## config.mk

```make
export PLATFORM = sky130hd
export DESIGN_NAME = spawn_scheduler_flat
export DESIGN_NICKNAME = d
export VERILOG_FILES = /design/src/rtl/spawn_pkg.sv /design/src/rtl/spawn_scheduler_if.sv /design/src/rtl/lane_random.sv /design/src/rtl/spawn_scheduler.sv /design/src/flat_wrapper.sv
export SDC_FILE = /design/constraint.sdc
export NUM_CORES = 1
export LEC_CHECK = 0
export ABC_AREA = 1
export CAP_MARGIN = 15
export CORE_ASPECT_RATIO = 0.75
export CORE_MARGIN = 2
export CORE_UTILIZATION = 53
export CTS_BUF_LIST = sky130_fd_sc_hd__clkbuf_4 sky130_fd_sc_hd__clkbuf_8 sky130_fd_sc_hd__clkbuf_16
export DETAILED_ROUTE_END_ITERATION = 8
export PLACE_DENSITY = 0.75
export SLEW_MARGIN = 0
export SYNTH_ARGS = -nofsm -noshare
export SYNTH_HDL_FRONTEND = slang
export SYNTH_HIERARCHICAL = 1
export SYNTH_SLANG_ARGS = --single-unit
```

## constraint.sdc

```tcl
create_clock -name clk -period 2.25 [get_ports clk]
set_input_delay 0.225 -clock clk [delete_from_list [all_inputs] [get_ports clk]]
set_output_delay 0.225 -clock clk [all_outputs]
set_load 0.02 [all_outputs]
```

## src/rtl/spawn_pkg.sv

```systemverilog
// Shared state encoding and default sizing for the enemy-tank spawn scheduler.
// No timing or flow control of its own; it only supplies types and constants.
package spawn_pkg;
  localparam int NUM_REQ_DEF         = 4;
  localparam int LANE_BITS_DEF       = 2;
  localparam int NUM_LANES_DEF       = 4;
  localparam int MAX_RETRIES_DEF     = 7;
  localparam int COOLDOWN_CYCLES_DEF = 1000;

  typedef enum logic [2:0] {
    IDLE,
    SAMPLE,
    CHECK,
    GRANT,
    FAIL,
    COOLDOWN
  } state_e;
endpackage

```

## src/rtl/spawn_scheduler_if.sv

```systemverilog
// Requester-side bundle: level requests and lane occupancy in, one-cycle grant/fail pulses out.
// Requesters hold req until they see grant or fail; the scheduler never drops a held request.
interface spawn_scheduler_if import spawn_pkg::*; #(
  parameter int NUM_REQ   = NUM_REQ_DEF,
  parameter int LANE_BITS = LANE_BITS_DEF,
  parameter int NUM_LANES = NUM_LANES_DEF
) ();
  logic [NUM_REQ-1:0]   req;
  logic [NUM_LANES-1:0] lane_busy;
  logic [NUM_REQ-1:0]   grant;
  logic [LANE_BITS-1:0] grant_lane;
  logic [NUM_REQ-1:0]   fail;
  logic                 busy;

  modport master (
    output req, lane_busy,
    input  grant, grant_lane, fail, busy
  );

  modport slave (
    input  req, lane_busy,
    output grant, grant_lane, fail, busy
  );
endinterface

```

## src/rtl/lane_random.sv

```systemverilog
// Pseudo-random lane source: free-running wrapping counter, captured on sample.
// Captured lane is valid the cycle after sample; no backpressure.
module lane_random import spawn_pkg::*; #(
  parameter int LANE_BITS = LANE_BITS_DEF,
  parameter int NUM_LANES = NUM_LANES_DEF
) (
  input  logic                 clk,
  input  logic                 reset,
  input  logic                 sample,
  output logic [LANE_BITS-1:0] lane
);
  logic [LANE_BITS-1:0] cnt_q, cnt_d;
  logic [LANE_BITS-1:0] lane_q;

  always_comb begin
    cnt_d = (cnt_q == LANE_BITS'(NUM_LANES - 1)) ? '0 : cnt_q + 1'b1;
  end

  always_ff @(posedge clk or posedge reset) begin
    if (reset) begin
      cnt_q  <= '0;
      lane_q <= '0;
    end else begin
      cnt_q <= cnt_d;
      if (sample) lane_q <= cnt_q;
    end
  end

  assign lane = lane_q;
endmodule

```

## src/rtl/spawn_scheduler.sv

```systemverilog
// Round-robin spawn arbiter with random lane draw; grant 3 cycles after req when the first draw is free.
// Losing requesters are held off by level req; optional post-grant cooldown under SPAWN_COOLDOWN_EN.
module spawn_scheduler import spawn_pkg::*; #(
  parameter int NUM_REQ         = NUM_REQ_DEF,
  parameter int LANE_BITS       = LANE_BITS_DEF,
  parameter int NUM_LANES       = NUM_LANES_DEF,
  parameter int MAX_RETRIES     = MAX_RETRIES_DEF,
  parameter int COOLDOWN_CYCLES = COOLDOWN_CYCLES_DEF
) (
  input  logic clk,
  input  logic reset,
  spawn_scheduler_if.slave bus
);
  localparam int IDX_W   = (NUM_REQ > 1) ? $clog2(NUM_REQ) : 1;
  localparam int RETRY_W = $clog2(MAX_RETRIES + 1);

  state_e               state_q;
  logic [NUM_REQ-1:0]   winner_q, grant_q, fail_q;
  logic [IDX_W-1:0]     win_idx_q, rr_ptr_q;
  logic [IDX_W-1:0]     pick_idx, next_ptr;
  logic [LANE_BITS-1:0] lane, grant_lane_q;
  logic [RETRY_W-1:0]   retry_q, retry_d;
  logic                 busy_q, sample, win_dropped, lane_free;

`ifdef SPAWN_COOLDOWN_EN
  localparam int CD_W = (COOLDOWN_CYCLES > 1) ? $clog2(COOLDOWN_CYCLES) : 1;
  logic [CD_W-1:0] cd_q;
`else
  localparam int unused_cooldown_cycles = COOLDOWN_CYCLES;
`endif

  // First set request at or above ptr, wrapping; lowest offset from ptr wins.
  function automatic logic [IDX_W-1:0] rr_pick(input logic [NUM_REQ-1:0] r,
                                               input logic [IDX_W-1:0]   ptr);
    logic [IDX_W-1:0] pick;
    int               k;
    pick = ptr;
    for (int i = NUM_REQ - 1; i >= 0; i--) begin
      k = (int'(ptr) + i) % NUM_REQ;
      if (r[IDX_W'(k)]) pick = IDX_W'(k);
    end
    return pick;
  endfunction

  always_comb begin
    pick_idx    = rr_pick(bus.req, rr_ptr_q);
    next_ptr    = (win_idx_q == IDX_W'(NUM_REQ - 1)) ? '0 : win_idx_q + 1'b1;
    win_dropped = ((bus.req & winner_q) == '0);
    lane_free   = !bus.lane_busy[lane];
    retry_d     = retry_q + 1'b1;
    sample      = (state_q == SAMPLE);
  end

  lane_random #(
    .LANE_BITS (LANE_BITS),
    .NUM_LANES (NUM_LANES)
  ) u_lane_random (
    .clk    (clk),
    .reset  (reset),
    .sample (sample),
    .lane   (lane)
  );

  always_ff @(posedge clk or posedge reset) begin
    if (reset) begin
      state_q      <= IDLE;
      rr_ptr_q     <= '0;
      winner_q     <= '0;
      win_idx_q    <= '0;
      retry_q      <= '0;
      grant_q      <= '0;
      fail_q       <= '0;
      grant_lane_q <= '0;
      busy_q       <= 1'b0;
`ifdef SPAWN_COOLDOWN_EN
      cd_q         <= '0;
`endif
    end else begin
      grant_q <= '0;
      fail_q  <= '0;
      case (state_q)
        IDLE: begin
          if (|bus.req) begin
            winner_q  <= NUM_REQ'(1) << pick_idx;
            win_idx_q <= pick_idx;
            retry_q   <= '0;
            busy_q    <= 1'b1;
            state_q   <= SAMPLE;
          end
        end
        SAMPLE: begin
          if (win_dropped) begin
            busy_q  <= 1'b0;
            state_q <= IDLE;
          end else begin
            state_q <= CHECK;
          end
        end
        CHECK: begin
          if (win_dropped) begin
            busy_q  <= 1'b0;
            state_q <= IDLE;
          end else if (lane_free) begin
            grant_q      <= winner_q;
            grant_lane_q <= lane;
            state_q      <= GRANT;
          end else begin
            retry_q <= retry_d;
            if (retry_d == RETRY_W'(MAX_RETRIES)) begin
              fail_q  <= winner_q;
              state_q <= FAIL;
            end else begin
              state_q <= SAMPLE;
            end
          end
        end
        GRANT: begin
          rr_ptr_q <= next_ptr;
`ifdef SPAWN_COOLDOWN_EN
          cd_q     <= '0;
          state_q  <= COOLDOWN;
`else
          busy_q   <= 1'b0;
          state_q  <= IDLE;
`endif
        end
        FAIL: begin
          rr_ptr_q <= next_ptr;
          busy_q   <= 1'b0;
          state_q  <= IDLE;
        end
        COOLDOWN: begin
`ifdef SPAWN_COOLDOWN_EN
          if (cd_q == CD_W'(COOLDOWN_CYCLES - 1)) begin
            busy_q  <= 1'b0;
            state_q <= IDLE;
          end else begin
            cd_q <= cd_q + 1'b1;
          end
`else
          busy_q  <= 1'b0;
          state_q <= IDLE;
`endif
        end
        default: begin
          busy_q  <= 1'b0;
          state_q <= IDLE;
        end
      endcase
    end
  end

  assign bus.grant      = grant_q;
  assign bus.grant_lane = grant_lane_q;
  assign bus.fail       = fail_q;
  assign bus.busy       = busy_q;
endmodule

```

## src/flat_wrapper.sv

```systemverilog
// flat-port wrapper written by rule: the top's interface ports become plain ports
module spawn_scheduler_flat import spawn_pkg::*;
#(
  parameter int NUM_REQ         = NUM_REQ_DEF,
  parameter int LANE_BITS       = LANE_BITS_DEF,
  parameter int NUM_LANES       = NUM_LANES_DEF,
  parameter int MAX_RETRIES     = MAX_RETRIES_DEF,
  parameter int COOLDOWN_CYCLES = COOLDOWN_CYCLES_DEF
)
  (clk, reset, bus_req, bus_lane_busy, bus_grant, bus_grant_lane, bus_fail, bus_busy);
  spawn_scheduler_if #(.NUM_REQ(NUM_REQ), .LANE_BITS(LANE_BITS), .NUM_LANES(NUM_LANES)) bus_i ();
  input  logic clk;
  input  logic reset;
  input wire logic [$bits(bus_i.req)-1:0] bus_req;
  input wire logic [$bits(bus_i.lane_busy)-1:0] bus_lane_busy;
  output wire logic [$bits(bus_i.grant)-1:0] bus_grant;
  output wire logic [$bits(bus_i.grant_lane)-1:0] bus_grant_lane;
  output wire logic [$bits(bus_i.fail)-1:0] bus_fail;
  output wire logic [$bits(bus_i.busy)-1:0] bus_busy;
  assign bus_i.req = bus_req;
  assign bus_i.lane_busy = bus_lane_busy;
  assign bus_grant = bus_i.grant;
  assign bus_grant_lane = bus_i.grant_lane;
  assign bus_fail = bus_i.fail;
  assign bus_busy = bus_i.busy;
  spawn_scheduler #(.NUM_REQ(NUM_REQ), .LANE_BITS(LANE_BITS), .NUM_LANES(NUM_LANES), .MAX_RETRIES(MAX_RETRIES), .COOLDOWN_CYCLES(COOLDOWN_CYCLES)) u_core (.clk(clk), .reset(reset), .bus(bus_i));
endmodule
```

# Yosys cells after proc, flatten, opt, wreduce, memory -nomap -nowiden
# Cells that the tools add are included.
# totals
regBits	29
in_bits	10
word_cells	87
# classes
n_addsub	6
order_cmp	5
n_eq_ne	11
n_shift	1
n_mux	40
bitwise_logic	3
reduce_logical	10
# ops
operator	n
4-bit two-way mux	7
3-bit two-way mux	7
2-bit by 4-bit less-than comparator with 1-bit output (second input constant)	4
2-bit two-way mux	7
1-bit two-way mux	11
1-bit binary-select mux with 2-bit select	5
3-bit case mux with 3 select lines	1
2-bit by 1-bit adder with 2-bit output (second input constant)	3
3-bit by 2-bit equality test with 1-bit output (second input constant)	2
3-bit equality test (second input constant)	2
2-bit by 1-bit inequality test with 1-bit output (second input constant)	3
3-bit case mux with 2 select lines	1
2-bit adder (second input constant)	2
4-bit AND	1
2-bit equality test (second input constant)	2
4-bit logical NOT	1
2-bit AND reduction	2
4-bit AND reduction	1
2-bit OR reduction	2
4-bit OR reduction	1
1-bit by 2-bit << shifter with 4-bit output (first input constant)	1
3-bit by 1-bit adder with 3-bit output (second input constant)	1
3-bit by 1-bit equality test with 1-bit output (second input constant)	1
3-bit logical NOT	1
6 further kinds	7

# Longest topological paths before layout
# Gate-level depths: netlist of the first run.
# logic_depth
ltp_word	9
depth_mapped	13
mapped_depth_nobuf	12

# Hierarchy
# The synthesis of the first run kept the hierarchy.
# by_module_without_submodules
mod	instances	cells_each	area_each_um2
spawn_scheduler	1	176	1353.8
lane_random	1	14	146.4

# Worst setup path after synthesis of the first run
# No wires, ideal clock.
# synth_path
path_type	register -> register
from	register u_core.rr_ptr_q[0]
to	register u_core.winner_q[0]
arrival_time_ns	1.179
required_ns	2.133
slack_ns	0.954
stages_incl_launch_ff	14
period_less_slack_ns	1.296
cell_sequence	dfrtp_1 buf_6 inv_8 nand2_1 nand2_1 nand2_1 nand2_2 inv_1 nand2_2 nand2_2 nand2_2 nand2_2 nand3_1 nand2_1
# synth_via
elab_chain_cells	9
word_cells_on_any_way	20
classes_between	3 x add/sub; 1 x shift; 16 x mux
# synth_rtl
element	line_no	text
start: declaration	spawn_scheduler.sv:19	logic [IDX_W-1:0] win_idx_q, rr_ptr_q;
start signal: assignment	spawn_scheduler.sv:118	rr_ptr_q <= next_ptr;
start signal: assignment	spawn_scheduler.sv:128	rr_ptr_q <= next_ptr;
2-bit adder	spawn_scheduler.sv:39	k = (int'(ptr) + i) % NUM_REQ;
1-bit binary-select mux with 2-bit select	spawn_scheduler.sv:40	if (r[IDX_W'(k)]) pick = IDX_W'(k);
1-bit two-way mux (not written as such) (2 in series)	spawn_scheduler.sv:40	
2-bit two-way mux (3 in series)	spawn_scheduler.sv:40	
2-bit two-way mux (*)	spawn_scheduler.sv:40	
1-bit by 2-bit << shifter with 4-bit output (*)	spawn_scheduler.sv:84	winner_q <= NUM_REQ'(1) << pick_idx;
end signal: assignment	spawn_scheduler.sv:84	
end: declaration	spawn_scheduler.sv:18	logic [NUM_REQ-1:0] winner_q, grant_q, fail_q;
# Mark *: on every way between the ends. The rest lies on a longest branch, timed or not. The select of a mux whose other input is x is not followed.
# A chain may end at the register's enable or synchronous reset.

# Worst setup path in the final report of the first run
# layout_path
from	register u_core.state_q[1]
to	register u_core.retry_q[2]
# layout_via
elab_chain_cells	3
word_cells_on_any_way	8
classes_between	4 x eq/ne; 1 x mux; 3 x reduce/logical
# layout_rtl
element	line_no	text
start: declaration	spawn_scheduler.sv:17	state_e state_q;
start signal: assignment	spawn_scheduler.sv:66	state_q <= IDLE;
start signal: assignment	spawn_scheduler.sv:88	state_q <= SAMPLE;
start signal: assignment	spawn_scheduler.sv:94	state_q <= IDLE;
3-bit by 2-bit equality test with 1-bit output or 3-bit logical NOT (tied branches)	spawn_scheduler.sv:81	case (state_q)
2-bit inequality test (no line) (tied with other cells)	-	
4-bit AND reduction (no line)	-	
end signal: assignment	spawn_scheduler.sv:108	retry_q <= retry_d;
end: declaration	spawn_scheduler.sv:22	logic [RETRY_W-1:0] retry_q, retry_d;
# Parallel ways exist; a longest one is shown, timed or not.

==> results.yml, run 1 <==
critical_path:
  regToRegSetupSlack_ns: 0.56
  max_stage_delay_ns: 0.41
  cp.arrival_ns: 1.83
  cpMostUsedCell: "nand2_1"
  critical_path.cell_chain: "nor3_1 -> nand2_1 -> nand2_1 -> inv_1 -> a21oi_1 -> o22ai_1"
  start_kind: "flop"
  crit_fanout: 12
  critPathKind: "reg2reg"
  end_kind: "flop"
  cp_slowest_cell: "dfrtp_1"
  critPathRequiredTime_ns: 2.40
hold_path:
  hold_class: "in2async"
cells_and_area:
  syn2layout_area_growth_pct: 21.6
  instances_no_fill: 253
  n_antenna_cell: 0
  drive_gt1_share_pct: 18.4
  nets: 230
  postLayoutCoreUtil_pct: 69.0
  fillers: 216
floorplanning:
  rows: 16
  start_util_pct: 56.8
  die_w_um: 65.4
  core_area_mm2: 0.00264
  die_y_um: 50.1
  io_pins: 21
  die-area_mm2: 0.00328
timing:
  setup_viol: 0
  relSlewSlack_pct: 67.7
  finalCritPeriodShare_pct: 75.0
  period_minus_slack_ns: 1.69
  worst-slew-pin-transition_ns: 0.484
  finalMaxSlewViolations: 0
  finalHoldViolCount: 0
  rsz0062_at_grt: "false"
  fmax_mhz: 593
  skew_ns: 0.00833
  setup_tns_ns: 0
clock_tree:
  ctsResizeCount: 0
  cts_root_buf: "clkbuf_8"
  post-cts-setup-buffers: 0
  numCtsBuffers: 5
  cts_tree: "yes"
  clock_path_buffers: 2
  clock-sinks: 29
  ctsHoldBuffers: 0
  htree_levels: 2
  clk_pin_slew_ns: 0.07
  clock_latency_ns: 0.28
routing:
  drt_wl_total_mm: 2.95
  vias: 1265
  wire_per_inst_um: 11.7
  drc_errors: 0
  vias_per_cell: 5.00
  drt_iter0_markers: 83
  antenna_left: 0
  dr.pass1.iters: 4
job:
  drv_cap: 0
place:
  place_congestion: 0.820
  dp_hpwl_mm: 2.33
  dp.cells: 245
  io_buffers: 20
yosys:
  synth_seq_area_share_pct: 48.4
  syn_nets: 204
  netlist_area_mm2: 0.00150
  ys.flop_type: "dfrtp_1"
  synth.avg_cell_area_um2: 7.90
  ys_ff_latch: 29
  yosysTopAreaCell: "dfrtp_1"
  yosys-top-cells-area: "dfrtp_1 48%, nand2_1 13%, inv_1 6.0%"
  synth-edff-count: 0
  synth_cells: 190
  synth_top_cell_area_share_pct: 48.4
  async_reset_ff_share_pct: 100
  synthTopCellsByCount: "53 x nand2_1, 29 x dfrtp_1, 24 x inv_1"
  yosysWarnings: 6
  synth_cell_type_count: 23
  yosysMostFrequentCell: "nand2_1"
global_routing:
  grt_overflow: 0
  grt.total_usage_pct: 21.8
  antenna_found_initial: 0
  grt_pass1_vias: 1230
  grt_first_pass_wirelength_mm: 5.32
  grt_max_degree: 26
run_status:
  status: "finished, final reports clean"
power_and_ir_drop:
  leakage_nw: 0.935
  powerDensity_mw_per_mm2: 1260
  ir_drop_mv: 0.953
report_power, final:
| group | switching, mW | leakage [nW] | internal (mW) | total [mW] |
|---|---|---|---|---|
| combinational | 0.712 | 0.504 | 0.386 | 1.10 |
| sequential | 0.135 | 0.382 | 0.655 | 0.790 |
| clock | 0.187 | 0.0484 | 0.226 | 0.412 |
worst max-delay path, delay by kind of cell (launching register included):
kind                   cells  cell delay (ns)
AO/OA/AOI/OAI              2             0.33
buffers and inverters      1             0.05
flip-flops                 1             0.41
AND/OR/NAND/NOR            3             0.77
layer usage:
layer / wire length, µm / vias to the layer above / global-route usage [%]
met5: 0 / - / 0
li1: - / 637 / -
met4: 38 / 0 / 8.33
met2: 1350 / 39 / 33.2
met1: 1420 / 584 / 28.8
met3: 144 / 5 / 7.08
stage by stage:
step	worst slack [ns]	instance area [µm²]	hold WS, ns	power, mW
final	0.564	1820	0.155	2.30
after global routing	0.338	1820	0.172	2.52
after CTS	0.584	1820	0.156	2.30
after detailed placement	0.384	1740	0.452	1.88
after global placement	0.468	1740	0.438	1.84
after floorplan	0.954	1500	-0.00892	1.64
registers in the layout (all words and copies together) (netlist names):
name,cells
u_core/bus.fail,4
u_core/bus.grant,4
u_core/winner_q,4
u_core/retry_q,3
u_core/state_q,3
u_core/bus.grant_lane,2
u_core/rr_ptr_q,2
u_core/u_lane_random/cnt_q,2
u_core/u_lane_random/lane,2
u_core/win_idx_q,2
u_core/bus.busy,1
cells in the final DEF (no fill, tap or decap), drive strengths merged:
master	instances
nand3b	1
a21oi	3
nand3	14
clkbuf	6
and2	1
nor2	15
clkdlybuf4s50	20
nand4	1
o21ai	11
clkinv	2
inv	34
nor3	3
xnor2	1
o22ai	4
dfrtp	29
nand2	67
buf	1
ha	4
kinds of logic after synthesis:
kind of cell             after synthesis  synth area share (%)
AO/OA/AOI/OAI                         18                  6.84
buffers and inverters                 36                  10.0
flip-flops                            29                  48.4
adder cells (fa/ha/maj)                4                  3.34
XOR/XNOR                               1                 0.584
AND/OR/NAND/NOR                      102                  30.9
final cells by class:
type	instances	area, µm²	area share [%]
sequential	29	726	39.8
multi-input combinational	125	624	34.2
timing repair buffer	21	208	11.4
inverter	34	135	7.41
clock buffer	6	76.3	4.18
tap	36	45.0	2.47
clock inverter	2	10.0	0.549
path summary, 6_finish.rpt:
| check | startpoint | to | cells after the start |
|---|---|---|---|
| min | reset | u_core/u_lane_random/lane[1] | 2 |
| max | u_core/state_q[1] | u_core/retry_q[2] | 6 |
| max in group asynchronous | reset | u_core/state_q[0] | 3 |
| max reg2reg | u_core/state_q[1] | u_core/retry_q[2] | 6 |
| min reg2reg | u_core/u_lane_random/cnt_q[0] | u_core/u_lane_random/cnt_q[0] | 1 |
| min in group clk | u_core/u_lane_random/cnt_q[0] | u_core/u_lane_random/cnt_q[0] | 1 |
No activity file was read; power rests on OpenSTA's default activity.
==> run 2, diff against run 1 <==
--- a/config.mk
+++ b/config.mk
@@ -9,10 +9,10 @@
 export CAP_MARGIN = 15
 export CORE_ASPECT_RATIO = 0.75
 export CORE_MARGIN = 2
-export CORE_UTILIZATION = 53
+export CORE_UTILIZATION = 48
 export CTS_BUF_LIST = sky130_fd_sc_hd__clkbuf_4 sky130_fd_sc_hd__clkbuf_8 sky130_fd_sc_hd__clkbuf_16
 export DETAILED_ROUTE_END_ITERATION = 8
-export PLACE_DENSITY = 0.75
+export PLACE_DENSITY = 0.71
 export SLEW_MARGIN = 0
 export SYNTH_ARGS = -nofsm -noshare
 export SYNTH_HDL_FRONTEND = slang
==> constraint.sdc (replaced) <==
create_clock -name clk -period 1.4 [get_ports clk]
set_input_delay 0.14 -clock clk [delete_from_list [all_inputs] [get_ports clk]]
set_output_delay 0.14 -clock clk [all_outputs]
set_load 0.02 [all_outputs]
==> results.yml, run 2 (synthesized netlist as in run 1, its figures left out) <==
run_status:
  status: "complete, but fails checks"
  violations: "negative setup slack"
global_routing:
  grt.busiest_layer: "met2"
  met3_usage_pct: 6.45
  grt_pass1_vias: 1242
  grt_util_met1_pct: 28.3
  grt.total_usage_pct: 21.1
  grt_first_pass_wirelength_mm: 5.41
  antenna_found_initial: 0
  grt_overflow: 0
  met2_usage_pct: 31.6
  grt_max_degree: 26
routing:
  vias: 1350
  drt_wl_total_mm: 3.54
  dr.pass1.iters: 4
  antenna_left: 0
  wire_per_inst_um: 13.1
  vias_per_cell: 4.98
  drc_errors: 0
  drt_iter0_markers: 95
critical_path:
  start_kind: "flop"
  critical_path.cell_chain: "buf_12 -> clkinv_8 -> nand2_2 -> nand2_2 -> nand2_2 -> nand2_2 -> nor2_2 -> nand2_1 -> nand2_1 -> nand2_2 -> inv_2 -> nand3_2 -> nand2_2"
  path_buf_inv: 3
  crit_family: "simple AND/OR/NAND/NOR gates"
  cpMostUsedCell: "nand2_2"
  cp_slowest_cell: "dfrtp_2"
  critPathRequiredTime_ns: 1.58
  crit_fanout: 6
  max_stage_delay_ns: 0.42
  critPathKind: "reg2reg"
  end_kind: "flop"
  cp.arrival_ns: 1.69
cells_and_area:
  n_antenna_cell: 0
  drive_gt1_share_pct: 39.5
  syn2layout_area_growth_pct: 43.1
  final_common_cell: "nand2_1"
  fillers: 203
  regArea_um2: 728
  nets: 246
  instances_no_fill: 271
  multi_input_area_um2: 792
  final_cell_mix: "36 x nand2_1, 27 x dfrtp_1, 23 x inv_1, 23 x nand2_2"
power_and_ir_drop:
  seqPwrFrac_pct: 26.6
  p_comb_share_pct: 59.0
  finalPower_mw: 4.66
  p_clk_share_pct: 14.5
  leakage_nw: 1.12
  netSwitchingPower_mw: 2.14
  swShare_pct: 46.0
  powerDensity_mw_per_mm2: 2170
  power.internal_mw: 2.52
  ir_drop_mv: 1.36
timing:
  setup_viol: 10
  skew_ns: 0.00486
  finalHoldViolCount: 0
  rsz0062_at_grt: "true"
  finalCritPeriodShare_pct: 108
  finalMaxSlewViolations: 0
  worst-slew-pin-transition_ns: 0.425
  fmax_mhz: 664
  fin_ws_ns: -0.106
  whs_ns: 0.0588
  relSlewSlack_pct: 71.4
  period_minus_slack_ns: 1.51
clock_tree:
  clk_pin_slew_ns: 0.06
  cts_tree: "yes"
  ctsHoldBuffers: 0
  clock-sinks: 29
  clock_latency_ns: 0.29
  cts_root_buf: "clkbuf_8"
  htree_levels: 2
  clock_path_buffers: 2
  numCtsBuffers: 5
floorplanning:
  io_pins: 21
  die_w_um: 68.6
  start_util_pct: 50.7
  rows: 17
  core_area_mm2: 0.00296
  die_y_um: 52.4
  die-area_mm2: 0.00359
place:
  dp_hpwl_mm: 2.29
  dp_slack_ns: -0.210
  dp.cells: 253
  place_congestion: 0.811
  io_buffers: 20
job:
  drv_cap: 0
hold_path:
  hold_class: "in2async"
run 2: changes by cell type in the layout (fill, tap and decap cells not counted), sizes merged:
| cell | delta |
|---|---|
| clkdlybuf4s50 | -4 |
| buf | +16 |
| inv | -1 |
| clkinv | +1 |
| dlymetal6s2s | +4 |
run 2: final timing paths:
check	start	end	slack, ns	cells after the start
worst max-delay path	u_core/rr_ptr_q[0]	u_core/winner_q[1]	-0.11	13
worst min-delay path	reset	u_core/u_lane_random/lane[1]	0.06	2
worst max register to register	u_core/rr_ptr_q[0]	u_core/winner_q[1]	-0.11	13
worst min register to register	u_core/u_lane_random/cnt_q[0]	u_core/u_lane_random/cnt_q[0]	0.46	1
max in group asynchronous	reset	u_core/rr_ptr_q[1]	0.91	3
min in group clk	u_core/u_lane_random/cnt_q[0]	u_core/u_lane_random/cnt_q[0]	0.46	1
run 2: power groups by stage:
stage	clock, mW	combinational (mW)	sequential, mW
global route	0.733	2.99	1.26
global placement	0	1.86	1.26
CTS	0.690	2.22	1.23
detailed placement	0	1.90	1.28
floorplan	0	1.39	1.24
finish	0.675	2.75	1.24
run 2: stage by stage:
stage          TNS (ns)  util, %  cell area [µm²]
2_1_floorplan         0        -             1500
3_3_place_gp      -2.15     60.4             1790
3_5_place_dp      -2.70     60.4             1790
4_1_cts          -0.224     66.2             1960
5_1_grt           -1.47     72.6             2150
6_report         -0.629     72.6             2150
run 2: area by class of cell:
type / instances / area share (%)
multi-input cells: 125 / 36.9
flip-flops and latches: 29 / 33.9
repair buffers: 37 / 16.3
inverters: 34 / 6.64
clock buffers: 6 / 3.55
well taps: 38 / 2.21
clock inverters: 2 / 0.466
run 2: layer usage:
| layer | share of wire (%) | vias up |
|---|---|---|
| li1 | - | 668 |
| met1 | 47 | 642 |
| met2 | 47 | 35 |
| met3 | 5.3 | 5 |
| met4 | 0.99 | 0 |
| met5 | 0 | - |
run 2: worst register-to-register path: stages, from the launching register on:
cell and delay, ns:
dfrtp_2 0.42, buf_12 0.15, clkinv_8 0.06, nand2_2 0.05, nand2_2 0.07, nand2_2 0.07
nand2_2 0.09, nor2_2 0.04, nand2_1 0.06, nand2_1 0.07, nand2_2 0.12, inv_2 0.08
nand3_2 0.08, nand2_2 0.04
run 2: what timing repair did:
item                       in CTS  in global routing
setup endpoints to repair      10                 24
setup buffers                   3                  7
pin swaps                       8                 16
resized for setup              15                 41
